### src/rtl/sparc_exu_regwb.sv
// rtl/sparc_exu_regwb.sv - E/M/W write-back pipe for per-thread register storage with kill, stall and thread tracking
// Optional operand bypass from the M and W entries is compiled in with EXU_REGWB_BYPASS_EN.
module sparc_exu_regwb #(
   parameter int SIZE = 3
) (
   input  logic            clk,
   input  logic            rst,
   input  logic            se,
   input  logic            wen_e,
   input  logic [3:0]      thr_e,
   input  logic [SIZE-1:0] data_e,
   input  logic            stall_m,
   input  logic            kill_m,
   input  logic            kill_w,
   input  logic [3:0]      thr_out,
   output logic            wen_w,
   output logic [3:0]      thr_w,
   output logic [SIZE-1:0] data_in_w,
   output logic [3:0]      pend,
   output logic            byp_hit,
   output logic [SIZE-1:0] byp_data,
   output logic            err_thr
);

   logic            m_valid_q, m_valid_d;
   logic [3:0]      m_thr_q, m_thr_d;
   logic [SIZE-1:0] m_data_q, m_data_d;
   logic            w_valid_q, w_valid_d;
   logic [3:0]      w_thr_q, w_thr_d;
   logic [SIZE-1:0] w_data_q, w_data_d;
   logic            err_thr_q, err_thr_d;
   logic            thr_onehot;

   assign thr_onehot = (thr_e != 4'b0000) && ((thr_e & (thr_e - 4'd1)) == 4'b0000);

   always_comb begin
      m_valid_d = m_valid_q;
      m_thr_d   = m_thr_q;
      m_data_d  = m_data_q;
      w_valid_d = w_valid_q;
      w_thr_d   = w_thr_q;
      w_data_d  = w_data_q;
      err_thr_d = err_thr_q;
      if (!stall_m) begin
         m_valid_d = wen_e & thr_onehot;
         m_thr_d   = thr_e;
         m_data_d  = data_e;
         w_valid_d = m_valid_q & ~kill_m;
         w_thr_d   = m_thr_q;
         w_data_d  = m_data_q;
         if (wen_e && !thr_onehot) begin
            err_thr_d = 1'b1;
         end
      end else begin
         // Upstream holds E during a stall, so only M can change (by kill); W gets a bubble.
         m_valid_d = m_valid_q & ~kill_m;
         w_valid_d = 1'b0;
      end
   end

   always_ff @(posedge clk or posedge rst) begin
      if (rst) begin
         m_valid_q <= 1'b0;
         m_thr_q   <= 4'b0000;
         m_data_q  <= '0;
         w_valid_q <= 1'b0;
         w_thr_q   <= 4'b0000;
         w_data_q  <= '0;
         err_thr_q <= 1'b0;
      end else begin
         m_valid_q <= m_valid_d;
         m_thr_q   <= m_thr_d;
         m_data_q  <= m_data_d;
         w_valid_q <= w_valid_d;
         w_thr_q   <= w_thr_d;
         w_data_q  <= w_data_d;
         err_thr_q <= err_thr_d;
      end
   end

   assign wen_w     = w_valid_q & ~kill_w;
   assign thr_w     = w_thr_q;
   assign data_in_w = w_data_q;
   assign err_thr   = err_thr_q;
   assign pend      = ({4{m_valid_q & ~kill_m}} & m_thr_q) |
                      ({4{w_valid_q & ~kill_w}} & w_thr_q);

`ifdef EXU_REGWB_BYPASS_EN
   logic m_hit, w_hit;
   logic unused_ok;

   assign m_hit     = m_valid_q & ~kill_m & (|(m_thr_q & thr_out));
   assign w_hit     = w_valid_q & ~kill_w & (|(w_thr_q & thr_out));
   // M holds the younger write, so it wins when both entries target the read thread.
   assign byp_hit   = m_hit | w_hit;
   assign byp_data  = m_hit ? m_data_q : (w_hit ? w_data_q : '0);
   assign unused_ok = se;
`else
   logic unused_ok;

   assign byp_hit   = 1'b0;
   assign byp_data  = '0;
   assign unused_ok = ^{se, thr_out};
`endif

endmodule

### config.mk
export PLATFORM = sky130hd
export DESIGN_NAME = sparc_exu_regwb
export DESIGN_NICKNAME = d
export VERILOG_FILES = /design/src/rtl/sparc_exu_regwb.sv
export SDC_FILE = /design/constraint.sdc
export NUM_CORES = 1
export LEC_CHECK = 0
export ABC_AREA = 1
export CAP_MARGIN = 20
export CORE_MARGIN = 2
export CORE_UTILIZATION = 45
export CTS_BUF_LIST = sky130_fd_sc_hd__clkbuf_2
export DETAILED_ROUTE_END_ITERATION = 10
export DONT_BUFFER_PORTS = 1
export SLEW_MARGIN = 0
export SYNTH_ARGS = -nofsm -noshare
export SYNTH_HDL_FRONTEND = slang
export SYNTH_SLANG_ARGS = --single-unit
export TNS_END_PERCENT = 5
### constraint.sdc
create_clock -name clk -period 0.8 [get_ports clk]
set_input_delay 0.04 -clock clk [delete_from_list [all_inputs] [get_ports clk]]
set_output_delay 0.04 -clock clk [all_outputs]
set_load 0.01 [all_outputs]
==> metrics.yaml <==
timing:
  hold-worst-slack_ps: -196
  min_period_over_period_pct: 145
  rsz0062_at_grt: "true"
  timing_hold_violations_final: 16
  slew_violations: 0
  fin_crit_ps: 1160
  finClkSkew_ps: 3.72
  max_freq_mhz: 861
  fin_tns_setup_ps: -1950
  setup_slack_ps: -362
  setup_viol: 10
detailed_routing:
  post_drt_wl_per_cell_um: 9.87
  vias: 588
  viasPerCell: 4.32
  drt_iter0_drc: 7
  ant_nets: 0
  drcViolationCount: 0
  drt_first_pass_iters: 2
  routed_wl_um: 1340
global_route:
  grt_pass1_vias: 515
  grtUsageTotal_pct: 14.1
  grt_max_degree: 32
  antenna_found_initial: 0
  grt_first_pass_wirelength_um: 2100
  gr-total-overflow: 0
flow_run:
  drv_cap: 0
synthesis:
  synth_top_area_share_pct: 52.8
  synth_enable_flop_cells: 0
  synth_area_leader_cell: "dfrtp_1"
  yosysWarnings: 0
  synthArstFlopShare_pct: 100
  synth_ff_type: "dfrtp_1"
  seq_area_frac_synth_pct: 52.8
  synthTopCellsByCount: "29 x nand2_1, 18 x inv_1, 17 x dfrtp_1"
  synth.distinct_cells: 11
  ys_top_cells_by_area: "dfrtp_1 53%, nand2_1 14%, inv_1 8.4%"
  synthCells: 97
  synth.most_common_cell: "nand2_1"
  netlist_area_sq_um: 806
  synth.avg_cell_area_sq_um: 8.31
  ys_ff_latch: 17
place:
  io_buffer_count: 0
  place_hpwl_um: 935
  placed_area_sq_um: 867
  dp.cells: 129
  place_ws_ps: -122
  globalplace.congestion: 0.679
worst_setup_path:
  path_class: "reg2out"
  crit_required_ps: 760
  critPathMaxStageDelay_ps: 350
  critical-path-top-delay-family: "flip-flops"
  worstPathArrival_ps: 1120
  cp_max_fo: 5
  path_buf_inv: 3
  cp-end-kind: "primary output"
  critPathLaunchType: "flip-flop"
  path_cells: "inv_1 > nor2_2 > inv_2 > o21ai_2 > buf_4"
  slowest_stage: "dfrtp_1"
clock_tree:
  h-tree-depth: 1
  insertion_delay_ps: 280
  tritoncts: "yes"
  tritoncts_num_sinks: 17
  path_clk_slew_ps: 150
  ctsHoldBuffers: 2
  cts_buffer_depth: 2
  cts_root_buf: "clkbuf_2"
  numCtsBuffers: 3
final_layout:
  final_layout_size_suffix_gt1_share_pct: 26.1
  fillCellCount: 170
  layoutNonFillerInstCount: 136
  design_area_sq_um: 957
  num_antenna_cells: 0
  synthToLayoutAreaGrowth_pct: 18.8
  final_util_pct: 56.0
  finalNetCount: 130
die:
  start_util_pct: 47.2
  rows: 15
  ios: 35
  chipWidth_um: 46.3
  coreArea_sq_um: 1710
  die_y_um: 46.3
  die_area_sq_um: 2150
power_and_ir_drop:
  vdd_drop_max_mv: 0.772
  power.total_mw: 1.61
  powerDensity_nw_per_um2: 1680
  p_leak_nw: 0.513
status:
  violations: "negative hold slack, negative setup slack"
  outcome: "finished with violations"
hold_path:
  hold_path.class: "in2reg"
[area by class of cell]
type / count / area, sq um / area share (%)
Multi-Input combinational cell: 58 / 280 / 29.3
Sequential cell: 17 / 425 / 44.4
Clock buffer: 4 / 20.0 / 2.09
Timing Repair Buffer: 14 / 133 / 13.9
Tap cell: 25 / 31.3 / 3.27
Inverter: 18 / 67.6 / 7.06
[cells in the final DEF, fill, tap and decap left out]
cell / count
a21oi_2: 3
buf_4: 6
buf_6: 6
clkbuf_2: 4
conb_1: 4
dfrtp_1: 17
dlygate4sd3_1: 2
inv_1: 16
inv_2: 2
nand2_1: 28
nand2_2: 1
nand3_1: 1
nor2_1: 5
nor2_2: 1
o21ai_0: 9
o21ai_2: 6
[worst register-to-register path, delay by kind of cell (launching register included)]
family / cells / cell delay, ps
simple gates: 3 / 120
flops: 1 / 380
buf+inv: 3 / 280
[routing by layer]
layer	global-route usage [%]	vias to the layer above	wire, um
li1	-	311	-
met1	16.2	255	609
met4	8.57	0	10
met2	21.9	20	629
met3	5.49	2	93
met5	0	-	0
[worst paths after layout]
check                                  startpoint                       end  slack (ps)  cells after the start
setup / recovery              m_valid_q$_DFF_PP0_                   pend[1]        -360                      5
hold / removal                            stall_m   m_data_q[1]$_DFFE_PP0N_        -200                      1
setup reg to reg              m_valid_q$_DFF_PP0_       m_valid_q$_DFF_PP0_         -70                      6
hold reg to reg            m_thr_q[0]$_DFFE_PP0N_    m_thr_q[0]$_DFFE_PP0N_         500                      2
max in group asynchronous                     rst      thr_w[3]$_DFFE_PP0N_         430                      3
min in group asynchronous                     rst  data_in_w[2]$_DFFE_PP0N_         190                      3
[where the power goes]
part,internal (mW),switching (mW)
logic,0.116,0.128
clock network,0.133,0.245
registers,0.933,0.0544
[registers in the layout, summed over array words and instances, names as in the netlist]
register,cells
m_thr_q,4
thr_w,4
data_in_w,3
m_data_q,3
err_thr,1
m_valid_q,1
w_valid_q,1
[cells by family after synthesis]
family                 share of synthesized area, %
AO/OA/AOI/OAI                                  13.5
buffers and inverters                          16.3
AND/OR/NAND/NOR                                16.9
flip-flops                                     52.8
other                                         0.465
[what timing repair did]
action	in CTS	in global routing
endpoints found under the hold margin	34	16
setup endpoints to repair	9	14
setup buffers	0	1
pin swaps	1	2
gates resized for setup	13	5
(Power assumes the default switching activity.)
